File: config.mk
export PLATFORM = sky130hd
export DESIGN_NAME = cmd_source_arbiter
export DESIGN_NICKNAME = d
export VERILOG_FILES = /design/src/rtl/cmd_source_arbiter.sv
export SDC_FILE = /design/constraint.sdc
export NUM_CORES = 1
export LEC_CHECK = 0
export CORE_ASPECT_RATIO = 1.4
export CORE_MARGIN = 1
export CORE_UTILIZATION = 41
export CTS_BUF_LIST = sky130_fd_sc_hd__clkbuf_4 sky130_fd_sc_hd__clkbuf_8
export DETAILED_ROUTE_END_ITERATION = 10
export GPL_TIMING_DRIVEN = 0
export PLACE_DENSITY = 0.82
export RECOVER_POWER = 50
export SKIP_CTS_REPAIR_TIMING = 1
export SLEW_MARGIN = 20
export SYNTH_ARGS = -nofsm -noshare
export SYNTH_HDL_FRONTEND = slang
export SYNTH_SLANG_ARGS = --single-unit
File: constraint.sdc
create_clock -name clk -period 2.2 [get_ports clk]
set_clock_uncertainty 0.2 [all_clocks]
set_input_delay 0.44 -clock clk [delete_from_list [all_inputs] [get_ports clk]]
set_output_delay 0.44 -clock clk [all_outputs]
set_load 0.05 [all_outputs]
File: src/rtl/cmd_source_arbiter.sv
// cmd_source_arbiter: hands the control unit to one of two command sources for a whole command.
// Define CMD_ARB_TIMEOUT_EN to build the idle watchdog that aborts stalled commands.
module cmd_source_arbiter #(
  parameter int unsigned TIMEOUT_CYCLES = 4096,
  parameter int unsigned PRIORITY_MODE  = 0
) (
  input  logic            clk,
  input  logic            reset,
  input  logic [1:0][7:0] src_byte,
  input  logic [1:0]      src_ready,
  output logic [1:0]      src_next,
  output logic [7:0]      ctrl_in_byte,
  output logic            ctrl_in_ready,
  input  logic            ctrl_next,
  input  logic            ctrl_ready,
  output logic            grant,
  output logic            grant_valid,
  output logic            abort,
  output logic [15:0]     cmd_count,
  output logic [7:0]      timeout_count
);

  typedef enum logic [1:0] {StIdle, StActive, StRelease} state_e;

  state_e      state_q;
  logic        grant_q;
  logic        last_grant_q;
  logic        grant_valid_q;
  logic        seen_busy_q;
  logic [15:0] cmd_count_q;

  logic winner;
  logic next_ok;
  logic complete;
  logic expire;

  always_comb begin
    winner = 1'b0;
    if (PRIORITY_MODE == 1) begin
      winner = ~src_ready[0];
    end else if (src_ready == 2'b11) begin
      winner = ~last_grant_q;
    end else begin
      winner = src_ready[1];
    end
  end

  // A consumed byte only counts while a source actually owns the control unit.
  assign next_ok  = ctrl_next & grant_valid_q;
  // The control unit went busy on this command and has come back to READY.
  assign complete = (state_q == StActive) && ctrl_ready && seen_busy_q;

`ifdef CMD_ARB_TIMEOUT_EN
  localparam int unsigned WdW = $clog2(TIMEOUT_CYCLES) + 1;

  logic [WdW-1:0] watchdog_q;
  logic           abort_q;
  logic [7:0]     timeout_count_q;

  // Expiry is the edge on which the watchdog would reach TIMEOUT_CYCLES-1; completion wins.
  assign expire = (state_q == StActive) && !complete && !next_ok &&
                  (watchdog_q == WdW'(TIMEOUT_CYCLES - 2));

  always_ff @(posedge clk or posedge reset) begin
    if (reset) begin
      watchdog_q      <= '0;
      abort_q         <= 1'b0;
      timeout_count_q <= '0;
    end else begin
      abort_q <= expire;
      if (expire && (timeout_count_q != 8'hFF)) begin
        timeout_count_q <= timeout_count_q + 8'd1;
      end
      if ((state_q != StActive) || next_ok) begin
        watchdog_q <= '0;
      end else begin
        watchdog_q <= watchdog_q + WdW'(1);
      end
    end
  end

  assign abort         = abort_q;
  assign timeout_count = timeout_count_q;
`else
  assign expire        = 1'b0;
  assign abort         = 1'b0;
  assign timeout_count = 8'd0;
`endif

  always_ff @(posedge clk or posedge reset) begin
    if (reset) begin
      state_q       <= StIdle;
      grant_q       <= 1'b0;
      last_grant_q  <= 1'b1;
      grant_valid_q <= 1'b0;
      seen_busy_q   <= 1'b0;
      cmd_count_q   <= '0;
    end else begin
      unique case (state_q)
        StIdle: begin
          if (ctrl_ready && (src_ready != 2'b00)) begin
            grant_q       <= winner;
            grant_valid_q <= 1'b1;
            seen_busy_q   <= 1'b0;
            state_q       <= StActive;
          end
        end
        StActive: begin
          if (complete) begin
            grant_valid_q <= 1'b0;
            cmd_count_q   <= cmd_count_q + 16'd1;
            state_q       <= StRelease;
          end else if (expire) begin
            grant_valid_q <= 1'b0;
            state_q       <= StIdle;
          end else if (!ctrl_ready) begin
            seen_busy_q <= 1'b1;
          end
        end
        StRelease: begin
          last_grant_q <= grant_q;
          seen_busy_q  <= 1'b0;
          state_q      <= StIdle;
        end
        default: state_q <= StIdle;
      endcase
    end
  end

  always_comb begin
    src_next          = 2'b00;
    src_next[grant_q] = next_ok;
  end

  assign ctrl_in_byte  = src_byte[grant_q];
  assign ctrl_in_ready = src_ready[grant_q] & grant_valid_q;
  assign grant         = grant_q;
  assign grant_valid   = grant_valid_q;
  assign cmd_count     = cmd_count_q;

endmodule

Word-level counts from Yosys, hierarchy flattened:

Index checks and enable logic that the tools add are counted.

* flip-flop bits (word level): 22
* bits of input ports: 22
* output and inout bits: 38

* add/sub/neg operators: 1
* order comparisons: 2
* equality and inequality tests: 7
* mux-type cells: 17
* bitwise logic cells: 4
* reductions and logical operators: 13

Operators by type and width (count)
* $add 16x1->16 const B: 1
* $mux 8: 2
* $mux 1: 9
* $ne 2x2->1 const B: 4
* $reduce_and 2->1: 3
* $eq 2x2->1 const B: 2
* $logic_and 1x1->1: 4
* $mux 2: 2
* $pmux 2 s2: 1
* $reduce_and 4->1: 1
* $reduce_bool 2->1: 2
* $pmux 1 s3: 1
* $reduce_and 3->1: 1
* $reduce_bool 3->1: 1
* $and 1x1->1: 2
* $and 2x2->2: 1
* $eq 2x1->1 const B: 1
* $logic_not 2->1: 1
* $lt 1x2->1 const B: 1
* $pmux 1 s2: 1
* $demux 1 s1: 1
* $ge 1x1->1 const B: 1
* $not 1->1: 1

Longest topological paths before layout:

Gate-level depths: netlist (run 1).

* depth in word-level cells: 5
* gate-level depth with buffers: 5
* depth with buffers taken out: 5

Least setup slack after synthesis (run 1):

Ideal clock, no wire load.

* kind: reg2out
* start point: register grant_q (netlist: grant)
* end point: output src_next[0]
* arrival time: 1.563 ns
* required time: 1.560 ns
* slack: -0.003 ns
* stages on the path, launching flop included: 3
* path through: dfrtp_1 clkbuf_1 nor2_1

* word-level cells in the longest chain between the ends: 5
* elaborated cells on any way between the ends: 6
* those cells by class: order compare: 2; mux: 2; bitwise: 1; reduce/logical: 1

RTL lines
* start, declared: RTL line 26 `logic grant_q;`
* start signal, assigned: RTL line 102 `grant_q <= winner;`
* $lt 1x2->1 (implied by the code) or $ge 1x1->1 (tied branches): RTL line 132 `src_next[grant_q] = next_ok;`
* $logic_and 1x1->1 (implied by the code): RTL line 132
* $mux 1 (implied by the code): RTL line 132
* $demux 1 s1 *: RTL line 132
* $and 2x2->2 (no source line) *
* end, declared: RTL line 11 `output logic [1:0] src_next,`

Mark *: on every way between the ends. The rest lies on a longest branch, timed or not.

Final worst setup path (run 1):

* start point: register grant_q (netlist: grant)
* end point: output ctrl_in_byte[4]

* word-level cells in the longest chain between the ends: 2

RTL lines
* $mux 8 (implied by the code) (2 in series): RTL line 135 `assign ctrl_in_byte = src_byte[grant_q];`
* end, declared: RTL line 12 `output logic [7:0] ctrl_in_byte,`

No other way between the ends. The select of a mux whose other input is x is not followed.

==> results of run 1 <==
-- worst paths after layout --
kind | startpoint | end | cells after the start
min | cmd_count[15] | cmd_count[15] | 1
max | grant | ctrl_in_byte[4] | 4
min reg2reg | cmd_count[15] | cmd_count[15] | 1
max reg2reg | state_q[1] | cmd_count[7] | 4
max in group asynchronous | reset | cmd_count[8] | 2
min in group asynchronous | reset | grant | 2
-- state kept, by name, summed over array words and instances (netlist names) --
| name | cells |
|---|---|
| grant_valid | 1 |
| state_q | 2 |
| last_grant_q | 1 |
| grant | 1 |
| seen_busy_q | 1 |
| cmd_count | 16 |
-- synthesized netlist by cell type --
cell      number  area, um2
xnor2_1       11       96.3
nor2b_1        1       6.26
and3_1         4       25.0
conb_1         1       3.75
clkbuf_1       1       3.75
nand4_1        3       18.8
mux2_2         9        101
o21ai_0        3       15.0
buf_4          9       67.6
and4_4         1       11.3
dfrtp_1       21        526
xor2_1         3       26.3
nand3_1        3       15.0
nand2_1       19       71.3
ha_1           1       12.5
nand2b_1       1       6.26
dfstp_2        1       26.3
and2_1         1       6.26
mux2i_1        1       10.0
xor2_2         1       16.3
nor3_4         2       32.5
nor2_1         2       7.51
and4_1         2       17.5
nand3b_1       2       15.0
nand4b_4       1       23.8
inv_1          2       7.51
or3_1          1       6.26
-- metrics by stage --
| step | TNS [ps] | util, % |
|---|---|---|
| 2_1_floorplan | -2.54 | - |
| 3_3_place_gp | -3300 | 65.6 |
| 3_5_place_dp | -3610 | 65.6 |
| 4_1_cts | -6830 | 66.9 |
| 5_1_grt | -29.3 | 67.4 |
| 6_report | 0 | 67.4 |
-- cell type report --
| type | instances | area (um2) |
|---|---|---|
| Inverter | 2 | 7.51 |
| Clock buffer | 4 | 36.3 |
| Tap cell | 36 | 45.0 |
| Buffer | 10 | 78.8 |
| Fill cell | 218 | 870 |
| Sequential cell | 22 | 552 |
| Multi-Input combinational cell | 81 | 568 |
| Timing Repair Buffer | 51 | 513 |
-- worst max-delay path: stages (launching register included) --
cell and delay [ps]:
dfrtp_1 370, buf_4 140, buf_6 140, mux2_2 330, buf_2 210
-- logic make-up (layout without fill, tap and decap cells) --
family,count (synthesis),count (layout)
XOR/XNOR,15,15
AND/OR/NAND/NOR,43,43
other,1,9
adder cells (fa/ha/maj),1,1
flip-flops,22,22
multiplexers,10,10
buffers and inverters,12,67
AO/OA/AOI/OAI,3,3
-- per-layer routing --
metal	global-route usage, %	vias up	part of all wire (%)
met5	0	-	0
met1	19.0	452	37
met3	5.49	3	12
met4	6.43	0	1.5
li1	-	469	-
met2	31.2	48	49
-- power by group through the flow --
stage / clock network (mW) / registers, mW / logic [mW]
3_3_place_gp: 0 / 0.601 / 0.970
3_5_place_dp: 0 / 0.608 / 0.983
4_1_cts: 0.233 / 0.601 / 0.987
2_1_floorplan: 0 / 0.764 / 0.517
5_1_grt: 0.246 / 0.607 / 1.02
6_report: 0.225 / 0.590 / 0.962
==> summary.txt, run 1 <==
status -> finished, final reports clean
synth unique cells -> 27
P&R area growth vs syn -> 53.2%
Final #Nets -> 194
Hold Worst Slack -> 283 ps
Post-Syn Area per Cell -> 11.0 um2
first drt pass iteration count -> 2
first-pass GRT wire length -> 3950 um
Critical Path End Type -> output port
initial drt markers -> 4
Post-Synthesis Cell Area -> 1170 um2
Die Area -> 3090 um2
Root Driver -> clkbuf_4
slew of the pin with the lowest slew margin -> 803 ps
Slew headroom -> 46.4%
switching portion of total power -> 47.4%
final worst path period need -> 2150 ps
R2R Setup Slk -> 430 ps
Design Power -> 1.78 mW
Final WS setup -> 48.7 ps
Net Sw Power -> 0.842 mW
via count -> 972
Compound-Gate Fraction of Synth Area -> 1.28%
TritonCTS clock tree -> yes
Worst VDD drop -> 0.745 mV
worst hold path class -> reg2reg
Avg Vias per Cell -> 4.72
Comb power frac -> 54.1%
FF+latch count, synth -> 22
area of the core -> 2670 um2
largest family of logic cells by synthesized area -> simple AND/OR/NAND/NOR gates
XOR/XNOR share of the synthesized area -> 11.8%
routability congestion estimate from global placement -> 0.810
commonest non-fill, non-tap cell in the layout -> dfrtp_1
Place WS -> -387 ps
Worst Path Arrival -> 1510 ps
largest net degree at the start of global routing -> 23
chip width -> 47.2 um
CP required -> 1560 ps
vias in the first global route -> 968
H-tree depth -> 1
CTS Buffer Depth -> 2
die height -> 65.3 um
CP Max Fanout -> 10
post-synthesis mux area share -> 9.48%
post-place instance area -> 1750 um2
Ant. Diodes -> 0
CP Launch Type -> flop
number of buffers created by CTS -> 3
clock share of power -> 12.7%
most frequent cells in the layout -> 21 x dfrtp_1, 20 x clkdlybuf4s50_1, 19 x nand2_1, 19 x dlymetal6s2s_1
Reg power frac -> 33.2%
Max Slew Vio Count -> 0
GRT overflow -> 0
P per Cell Area -> 987 nW/um2
Initial Utilization -> 44.0%
Post-DP HPWL -> 1960 um
Final Hold Fails -> 0
dpl cells -> 201
clock sinks -> 22
clock-pin slew on the worst setup and hold paths -> 120 ps
fmax -> 0.465 GHz
Detailed Route WL -> 2530 um
total track usage -> 17.8%
detailed-route DRC error count -> 0
Post-Syn Instances -> 107
Clk Latency, worst-skew pair -> 320 ps
simple-gate portion of the synthesized area -> 22.4%
Final Non-Filler Cells -> 206
WL/cell -> 12.3 um
Synth Warn # -> 0
Internal -> 0.935 mW
final setup fails -> 0
port bufs -> 50
layout cell share with drive strength beyond 1 -> 22.9%
antenna violations before repair -> 0
I/O Pins -> 60
critical path class -> reg2out
post-route cell area -> 1800 um2
row cnt -> 22
adder-cell share of the synthesized area -> 1.06%
sequential area share after synthesis -> 47.0%
maxcap violations -> 0
Lkg Pwr -> 1.14 nW
Final period util -> 97.8%
Antenna Violating Nets Remaining -> 0
No activity file was read; power rests on OpenSTA's default activity.
==> inputs of run 2 (changes only) <==
--- a/config.mk
+++ b/config.mk
@@ -7,11 +7,11 @@
 export LEC_CHECK = 0
 export CORE_ASPECT_RATIO = 1.4
 export CORE_MARGIN = 1
-export CORE_UTILIZATION = 41
+export CORE_UTILIZATION = 44
 export CTS_BUF_LIST = sky130_fd_sc_hd__clkbuf_4 sky130_fd_sc_hd__clkbuf_8
 export DETAILED_ROUTE_END_ITERATION = 10
 export GPL_TIMING_DRIVEN = 0
-export PLACE_DENSITY = 0.82
+export PLACE_DENSITY = 0.87
 export RECOVER_POWER = 50
 export SKIP_CTS_REPAIR_TIMING = 1
 export SLEW_MARGIN = 20
==> constraint.sdc (replaced) <==
create_clock -name clk -period 2.6 [get_ports clk]
set_clock_uncertainty 0.2 [all_clocks]
set_input_delay 0.52 -clock clk [delete_from_list [all_inputs] [get_ports clk]]
set_output_delay 0.52 -clock clk [all_outputs]
set_load 0.05 [all_outputs]
==> run 2 against run 1 <==
Sequential power is 14% lower. Register-to-register slack hardly changed. First-iteration DRC count grew to 2.5 times the previous value. Hold slack better by 5.4 ps. Core utilization is 5.3 points higher. Clock power is 16% higher. Via count is 2.4% higher. Die area is 6.6% lower. Global-route usage is 3.3 points higher.
==> summary.txt, run 2 (synthesis gave the netlist of run 1 again) <==
min-delay src -> cmd_count[15]
die height -> 63.1 um (-3.4%)
final setup fails -> 0 (unchanged)
first-pass GRT wire length -> 4420 um (+12%)
status -> finished, final reports clean
CTS Buffer Depth -> 2 (unchanged)
row cnt -> 21 (-4.5%)
P&R area growth vs syn -> 52.9%
largest net degree at the start of global routing -> 23 (unchanged)
I/O Pins -> 60 (unchanged)
port bufs -> 50 (unchanged)
CP required -> 1880 ps (+320 ps)
Post-Route Setup TNS -> 0 ps (unchanged)
Worst Path Arrival -> 1730 ps (+220 ps)
Die Area -> 2880 um2 (-6.6%)
Antenna Violating Nets Remaining -> 0 (unchanged)
metal3 WL -> 258 um (-13%)
clock-pin slew on the worst setup and hold paths -> 130 ps (about the same)
Root Driver -> clkbuf_4
Final #Nets -> 193 (-0.52%)
chip width -> 45.7 um (-3.3%)
RSZ-0062 raised after global routing -> false
Critical Path End Type -> output port
Hold Path Depth -> 1 (unchanged)
reg2reg end -> cmd_count[8]
maxcap violations -> 0 (unchanged)
antenna violations before repair -> 0 (unchanged)
Final Hold Fails -> 0 (unchanged)
vias in the first global route -> 1007 (+4.0%)
Hold Path Sink -> cmd_count[15]
Final period util -> 94.4%
commonest non-fill, non-tap cell in the layout -> clkdlybuf4s50_1
final core utilization -> 72.7% (+5.3 points)
via count -> 995 (+2.4%)
CP peak stage delay -> 460 ps (+90 ps)
area of the core -> 2470 um2 (-7.5%)
CP Launch Type -> flop
Post-DP HPWL -> 2170 um (+11%)
GRT overflow -> 0 (unchanged)
Worst R2R Path Depth -> 4 (unchanged)
CP Max Fanout -> 10 (unchanged)
clock sinks -> 22 (unchanged)
detailed-route DRC error count -> 0 (unchanged)
P per Cell Area -> 882 nW/um2 (-11%)
critical path class -> reg2out
layout cell share with drive strength beyond 1 -> 16.0% (-7.0 points)
number of buffers created by CTS -> 3 (unchanged)
initial drt markers -> 10 (+6)
slew of the pin with the lowest slew margin -> 804 ps (+0.835 ps)
DR WL met2 -> 1500 um (+20%)
Ant. Diodes -> 0 (unchanged)
Crit. path cell count -> 3 (-1)
H-tree depth -> 1 (unchanged)
Bufs and invs on worst path -> 2 (-1)
Initial Utilization -> 47.6% (+3.6 points)
Largest delay share family, worst path -> buffers and inverters
max reg flops -> 16 (unchanged)
slowest stage cell, crit path -> dfrtp_1
DR top layer -> met4
Avg Vias per Cell -> 4.90 (+3.9%)
Max Slew Vio Count -> 0 (unchanged)
crit path cell chain -> clkbuf_2 > mux2_2 > dlymetal6s2s_1
total track usage -> 21.1% (+3.3 points)
TritonCTS clock tree -> yes
fmax -> 0.407 GHz
final worst path period need -> 2450 ps
worst hold path class -> reg2reg
WL/cell -> 14.1 um (+15%)
R2R Setup Slk -> 440 ps (about the same)
Lkg Pwr -> 0.927 nW (-19%)
Worst VDD drop -> 0.596 mV (-20%)
first drt pass iteration count -> 4 (+2)
Slew headroom -> 46.3% (-0.056 points)
Detailed Route WL -> 2870 um (+13%)
reg-to-reg critical path startpoint -> state_q[1]
most frequent cells in the layout -> 37 x clkdlybuf4s50_1, 21 x dfrtp_1, 19 x nand2_1, 11 x xnor2_1, 11 x dlymetal6s2s_1
Clk Latency, worst-skew pair -> 310 ps (about the same)
routability congestion estimate from global placement -> 0.772 (-4.7%)
wl on met1 -> 1070 um (+13%)
==> run 2: how the worst max path moves through the flow <==
stage	start	end	slack, ps
after floorplan	grant	src_next[0]	320
after global placement	src_ready[0]	ctrl_in_ready	-140
final	grant	ctrl_in_byte[1]	150
after CTS	grant	ctrl_in_byte[1]	-410
after detailed placement	src_ready[1]	ctrl_in_ready	-170
after global routing	grant	ctrl_in_byte[1]	70
==> run 2: metrics by stage <==
| stage | hold slack (ps) | area [um2] | std cells | total power, mW | setup slack [ps] |
|---|---|---|---|---|---|
| 2_1_floorplan | 308 | 1200 | 115 | 1.08 | 317 |
| 5_1_grt | 325 | 1800 | 203 | 1.65 | 74.9 |
| 3_5_place_dp | 274 | 1750 | 199 | 1.35 | -166 |
| 3_3_place_gp | 262 | 1750 | 199 | 1.33 | -138 |
| 6_report | 288 | 1800 | 203 | 1.58 | 146 |
| 4_1_cts | 290 | 1800 | 203 | 1.61 | -407 |
==> run 2: final cells by class <==
class | count | area (um2)
fillers | 183 | 673
clock inverters | 1 | 30.0
well taps | 34 | 42.5
plain buffers | 10 | 72.6
inverters | 2 | 7.51
flip-flops and latches | 22 | 552
repair buffers | 50 | 528
multi-input cells | 81 | 542
clock buffers | 3 | 22.5
==> run 2: routing by layer <==
metal | track usage, % | up-vias
met5 | 0 | -
met4 | 7.95 | 0
met3 | 4.58 | 4
met2 | 38.4 | 46
met1 | 22.0 | 482
li1 | - | 463
==> run 2: power breakdown <==
group          total [mW]  internal (mW)  switching [mW]
Combinational       0.817          0.302           0.516
Clock               0.262          0.156           0.106
Sequential          0.505          0.416          0.0894
